==> src/rtl/nonce_result_scanner.sv <==
// Scans NUM_NONCES consecutive H0 result words from shared memory and reports
// the first word below the difficulty target plus the overall minimum word.
module nonce_result_scanner #(
    parameter int NUM_NONCES = 16
) (
    input  logic        clk,
    input  logic        reset,
    input  logic        start,
    input  logic [15:0] result_addr,
    input  logic [31:0] target,
    output logic        done,
    output logic        mem_clk,
    output logic        mem_we,
    output logic [15:0] mem_addr,
    output logic [31:0] mem_write_data,
    input  logic [31:0] mem_read_data,
    output logic        found,
    output logic [7:0]  first_nonce,
    output logic [31:0] min_value,
    output logic [7:0]  min_nonce
);

    typedef enum logic [1:0] {IDLE, ISSUE, DRAIN, DONE} state_t;

    localparam logic [8:0] LAST_IDX = 9'(NUM_NONCES - 1);

    state_t     state;
    logic [8:0] issue_idx;
    logic [8:0] cap_idx;
    logic       issue_live;
    logic       cap_live;

    assign mem_clk        = clk;
    assign mem_we         = 1'b0;
    assign mem_write_data = '0;

    // issue_live/cap_live form a two-stage valid pipe matching the memory's
    // two-edge read latency, so captures start exactly two edges after issue.
    always_ff @(posedge clk) begin
        if (reset) begin
            state       <= IDLE;
            done        <= 1'b0;
            found       <= 1'b0;
            first_nonce <= '0;
            min_value   <= '1;
            min_nonce   <= '0;
            mem_addr    <= '0;
            issue_idx   <= '0;
            cap_idx     <= '0;
            issue_live  <= 1'b0;
            cap_live    <= 1'b0;
        end else begin
            case (state)
                IDLE: begin
                    if (start) begin
                        mem_addr    <= result_addr;
                        issue_idx   <= 9'd1;
                        cap_idx     <= '0;
                        found       <= 1'b0;
                        first_nonce <= '0;
                        min_value   <= '1;
                        min_nonce   <= '0;
                        done        <= 1'b0;
                        issue_live  <= 1'b1;
                        cap_live    <= 1'b0;
                        state       <= (NUM_NONCES == 1) ? DRAIN : ISSUE;
                    end
                end
                ISSUE: begin
                    mem_addr  <= mem_addr + 16'd1;
                    issue_idx <= issue_idx + 9'd1;
                    cap_live  <= issue_live;
                    if (issue_idx == LAST_IDX) begin
                        state <= DRAIN;
                    end
                end
                DRAIN: begin
                    cap_live   <= issue_live;
                    issue_live <= 1'b0;
                end
                DONE: begin
                    done  <= 1'b1;
                    state <= IDLE;
                end
                default: state <= IDLE;
            endcase

            // Strict less-than on the minimum keeps the earliest index on ties.
            if ((state == ISSUE || state == DRAIN) && cap_live) begin
                if (mem_read_data < target && !found) begin
                    found       <= 1'b1;
                    first_nonce <= cap_idx[7:0];
                end
                if (mem_read_data < min_value) begin
                    min_value <= mem_read_data;
                    min_nonce <= cap_idx[7:0];
                end
                cap_idx <= cap_idx + 9'd1;
                if (cap_idx == LAST_IDX) begin
                    state <= DONE;
                end
            end
        end
    end

endmodule
==> config.mk <==
export PLATFORM = sky130hd
export DESIGN_NAME = nonce_result_scanner
export DESIGN_NICKNAME = d
export VERILOG_FILES = /design/src/rtl/nonce_result_scanner.sv
export SDC_FILE = /design/constraint.sdc
export NUM_CORES = 1
export LEC_CHECK = 0
export ABC_CLOCK_PERIOD_IN_PS = 6700
export BUFFER_PORTS_ARGS = -buffer_cell sky130_fd_sc_hd__buf_2
export CORE_MARGIN = 4
export CORE_UTILIZATION = 50
export CTS_CLUSTER_SIZE = 12
export DETAILED_ROUTE_END_ITERATION = 6
export GPL_TIMING_DRIVEN = 0
export MAX_ROUTING_LAYER = met4
export PLACE_DENSITY = 0.83
export SYNTH_ARGS = -nofsm -noshare
export SYNTH_HDL_FRONTEND = slang
export SYNTH_SLANG_ARGS = --single-unit
==> constraint.sdc <==
create_clock -name clk -period 6.7 [get_ports clk]
set_clock_uncertainty 0.05 [all_clocks]
set_input_delay 1.005 -clock clk [delete_from_list [all_inputs] [get_ports clk]]
set_output_delay 1.005 -clock clk [all_outputs]
set_load 0.005 [all_outputs]
After elaboration in Yosys (flattened, before gate mapping):

Index checks and enable logic that the tools add are counted.

* reductions and logical operators: 17
* eq/ne operators: 6
* add/sub/neg operators: 3
* magnitude comparators: 2
* mux-type cells: 33

Operators with widths (count)
* 2-to-1 mux 32 bit: 4
* < comparator 32 bit: 2
* 2-to-1 mux 8 bit: 8
* 2-to-1 mux 9 bit: 4
* one-hot mux 16 bit (2 select lines): 1
* adder 9 x 1 -> 9 bit, second input constant: 2
* == test 9 x 4 -> 1 bit, second input constant: 2
* one-hot mux 9 bit (2 select lines): 1
* adder 16 x 1 -> 16 bit, second input constant: 1
* 2-to-1 mux 16 bit: 1
* nonzero test 2 bit: 6
* AND reduction 2 bit: 5
* 2-to-1 mux 2 bit: 4
* 2-to-1 mux 1 bit: 6
* one-hot mux 1 bit (2 select lines): 3
* one-hot mux 2 bit (3 select lines): 1
* == test 2 bit, second input constant: 2
* == test 2 x 1 -> 1 bit, second input constant: 1
* logical AND 1 bit: 2
* zero test 2 bit: 1
* inequality test 2 bit, second input constant: 1
* OR reduction 2 bit: 1
* zero test 1 bit: 1
* logical OR 1 bit: 1

* bits in registers: 88
* bits of input ports: 83
* logic and storage cells: 72

Longest topological paths before layout:

* depth after elaboration: 5
* gate-level depth with buffers: 10
* gate-level depth less buffers: 8

==> run summary <==
The synthesized design contains 0 enable-type register cells. The final layout contains 1,069 nets. The via count normalized by instance count was 5.43. The kind of critical path is clock port to output pin. The final total power was 1.35 mW.

The instance count along the most critical hold path was 2; the count of final hold-check violations was 0. The number of standard cells in the final layout excluding fillers is 1,065, and the number of max-cap violations is 0. The floorplan step set the die height to 117 um. In this run the static leakage power is 4.00 nW. In the routed design, unresolved DRC markers number 0. Number of buffer cells added on primary ports: 148.

The critical path contains buffers and inverters numbering 4 combined. The commonest cells after synthesis are 88 x sky130_fd_sc_hd__dfxtp_1, 73 x sky130_fd_sc_hd__nor2_1, 69 x sky130_fd_sc_hd__ha_1. The measured slew at the worst slew-check pin is 0.931 ns, and the arrival time reported for the critical path endpoint is 3.83 ns. Gate family responsible for the most delay along the worst path: buffers and inverters. In this run the power density over the cells is 185 nW/um^2.

The endpoint required time on the critical path was 5.64 ns. Setup violations remaining at the end of the flow were counted as 0. The synthesized instance count is 723. Dividing the synthesized area by the synthesized cell count gives 8.18 um^2. Among all stages on the critical path, the largest delay is contributed by sky130_fd_sc_hd__clkbuf_16.

After filler insertion, the fill cell instance count of the layout stands at 998. Total track usage: 23.7%. After detailed routing, the average wire length per cell comes to 14.8 um. The repair_antennas step left the layout with diodes totalling 0. Headroom to the max-slew limit came out at 37.4%. The starting density of the core was 51.4%; the core footprint was 11,500 um^2. The final core utilization was 63.4%. STA classifies the critical path endpoint as an output pin.

For this run, the number of Yosys warnings is 0. The logs give 6960 um^2 for the area after detailed placement and 13,600 um^2 for the area of the die. The distinct cell type count of the synthesized netlist was 61; the via count of the first global-routing pass was 5,443. In this run the most critical hold path is launched from first_nonce[6]$_SDFF_PP0_.

For this run, the leading register cell type out of synthesis is sky130_fd_sc_hd__dfxtp_1. The fraction of registers with async set or reset after synthesis came out at 0%. The flow ran to the end, and the final reports show no timing, DRC or antenna violations.

The width of the die was 117 um. STA classifies the critical path startpoint as a clock port. The run gives 25,300 um as the wire length of the first global-routing pass.

After clock tree synthesis, the flow added hold-fix buffers numbering 0. The residual overflow from global routing came out at 0. The HPWL after detailed placement is 12,400 um. The class of the most critical hold timing path is flop to flop. The first detailed-routing pass took 5 iterations.

In this run the critical register-to-register path is launched from state[0]$_SDFF_PP0_. Traced cell by cell, the critical path runs through clkbuf_16 -> clkbuf_16 -> buf_4 -> buf_2. Ranked by total cell area, the synthesized netlist is headed by sky130_fd_sc_hd__dfxtp_1 30%, sky130_fd_sc_hd__ha_1 15%, sky130_fd_sc_hd__mux2i_1 8.3%. The routability-driven placement congestion ratio came out at 0.909. Of all cell types, the one taking the most synthesized area is sky130_fd_sc_hd__dfxtp_1.

The post-place setup slack is 2.08 ns. The endpoint of the worst hold path is first_nonce[6]$_SDFF_PP0_. 183 I/O pins were placed. TritonCTS built the clock tree. The highest ir drop seen on vdd is 0.224 mV, and the largest net degree at the start of global routing is 16.

Post-synthesis instance area: 5920 um^2. Setup repair after global routing left no endpoint under its margin. The register clock-pin slew on the reported worst setup and hold paths works out to 0.07 ns.

The post-route worst hold slack was 0.408 ns; the area fraction of the dominant cell type after synthesis was 29.8%. The final instance area came out at 7310 um^2. The clock latency at the later pin of the worst-skew pair was 0.45 ns.

The number of storage elements in the synthesis netlist was 88; the count of antenna-violating nets left after detailed routing was 0. After floorplanning, the core was divided into 39 placement rows. The detailed router finished its first iteration with 285 violations. The post-route worst setup slack is 1.81 ns, and the maximum fanout encountered on the critical timing path is 2.

The run gives 0 as the initial antenna violation count. On the worst path, the slowest cell contributes a delay of 0.13 ns. The logs give 0 for the post-CTS resize count and 0 for the max-slew violation count. The run gives 5,785 as the total vias in the final route. The tools report the slack of the worst reg-to-reg path as 3.94 ns. The setup TNS is 0 ns, and the layout-stage area growth over the synthesis result is 23.5%.

The number of cells in the design after placement is 1,046, and the fraction of layout cells with a size suffix above 1 is 22.9%. The most frequently used cell type in the post-synthesis netlist was sky130_fd_sc_hd__dfxtp_1. Cell repeated most along the worst path: sky130_fd_sc_hd__clkbuf_16.

The tools report the total wire length as 15,800 um. Worst reg-to-reg path cell count: 9. Post-CTS timing repair inserted 0 buffers for setup. For the portion of the post-synthesis area used by sequential elements, the log shows 29.8%. End of the worst register-to-register path: min_value[24]$_SDFF_PP1_.
-- layout by cell type (no fill, tap or decap), types with 3 or more instances in the layout --
master | Yosys | layout
sky130_fd_sc_hd__a21oi_1 | 37 | 37
sky130_fd_sc_hd__inv_1 | 67 | 67
sky130_fd_sc_hd__o21ai_0 | 16 | 16
sky130_fd_sc_hd__nand4_1 | 19 | 19
sky130_fd_sc_hd__a21o_1 | 14 | 14
sky130_fd_sc_hd__o21ai_1 | 3 | 3
sky130_fd_sc_hd__clkbuf_16 | 0 | 12
sky130_fd_sc_hd__nor2_1 | 73 | 73
sky130_fd_sc_hd__clkbuf_1 | 23 | 24
sky130_fd_sc_hd__o22ai_1 | 4 | 4
sky130_fd_sc_hd__dfxtp_1 | 88 | 88
sky130_fd_sc_hd__nand2b_1 | 11 | 11
sky130_fd_sc_hd__a211oi_1 | 9 | 9
sky130_fd_sc_hd__buf_12 | 4 | 4
sky130_fd_sc_hd__a311oi_1 | 3 | 3
sky130_fd_sc_hd__nand3_1 | 25 | 25
sky130_fd_sc_hd__xor2_1 | 6 | 6
sky130_fd_sc_hd__nor2b_1 | 5 | 5
sky130_fd_sc_hd__conb_1 | 1 | 33
sky130_fd_sc_hd__a22oi_1 | 3 | 3
sky130_fd_sc_hd__nor4_1 | 5 | 5
sky130_fd_sc_hd__nand2_1 | 50 | 50
sky130_fd_sc_hd__o21a_1 | 4 | 4
sky130_fd_sc_hd__mux2i_1 | 49 | 49
sky130_fd_sc_hd__clkinvlp_4 | 0 | 3
sky130_fd_sc_hd__buf_4 | 34 | 34
sky130_fd_sc_hd__ha_1 | 69 | 69
sky130_fd_sc_hd__a31oi_1 | 3 | 3
sky130_fd_sc_hd__nor3_1 | 43 | 43
sky130_fd_sc_hd__or3_1 | 4 | 4
sky130_fd_sc_hd__and2_1 | 3 | 3
sky130_fd_sc_hd__buf_2 | 1 | 149
sky130_fd_sc_hd__nand3b_1 | 8 | 8
sky130_fd_sc_hd__buf_1 | 4 | 4
-- logic make-up (layout without fill, tap and decap cells) --
kind of cell               count (synthesis)  in the layout  share of synthesized area [%]
buffers and inverters                    135            302                           12.0
xor gates and xnor gates                   8              8                           1.18
DFF                                       88             88                           29.8
muxes                                     50             50                           8.48
adders and majority gates                 69             69                           14.6
other                                      1             33                         0.0634
and+or+nand+nor                          258            258                           21.2
AOI/OAI and AO/OA                        114            114                           12.7
-- power by group --
part | internal (mW) | total, mW | switching [mW]
registers | 0.536 | 0.555 | 0.0182
logic | 0.0943 | 0.221 | 0.126
clock network | 0.340 | 0.573 | 0.233
total | 0.971 | 1.35 | 0.378
-- state kept, by name (all words and copies together), names as in the netlist --
name and flops:
min_value 32, mem_addr 16, cap_idx 9, issue_idx 9
first_nonce 8, min_nonce 8, state 2, cap_live 1
done 1, found 1, issue_live 1
-- cell type report --
type / count / area [um^2] / area share [%]
Timing Repair Buffer: 147 / 736 / 10.1
Multi-Input combinational cell: 532 / 3570 / 48.8
Clock inverter: 6 / 45.0 / 0.617
Sequential cell: 88 / 1760 / 24.1
Inverter: 68 / 255 / 3.49
Clock buffer: 14 / 309 / 4.23
Tap cell: 143 / 179 / 2.45
Buffer: 67 / 453 / 6.20
-- worst reg2reg max path, stage by stage, from the launching register on --
cell and delay, ns:
sky130_fd_sc_hd__dfxtp_1 0.41, sky130_fd_sc_hd__inv_1 0.09, sky130_fd_sc_hd__ha_1 0.33, sky130_fd_sc_hd__nand2_1 0.19, sky130_fd_sc_hd__a211o_1 0.31, sky130_fd_sc_hd__or4_1 0.43, sky130_fd_sc_hd__or3_1 0.40, sky130_fd_sc_hd__buf_6 0.16
sky130_fd_sc_hd__buf_12 0.15, sky130_fd_sc_hd__mux2i_1 0.13
-- routing by layer --
layer  vias up  GRT usage [%]  part of all wire, %
met5         -              -                    0
met2       266           37.5                   46
met4         0           9.02                  1.7
met1      2640           30.3                   44
li1       2851              -                    -
met3        28           4.27                  8.4
-- how the worst max path moves through the flow --
stage,to,startpoint,cells after the start
2_1_floorplan,mem_clk,clk,1
3_3_place_gp,mem_clk,clk,2
3_5_place_dp,mem_clk,clk,2
4_1_cts,mem_clk,clk,4
5_1_grt,mem_clk,clk,4
6_report,mem_clk,clk,4
Note: power is estimated with default switching activity, not from simulation.
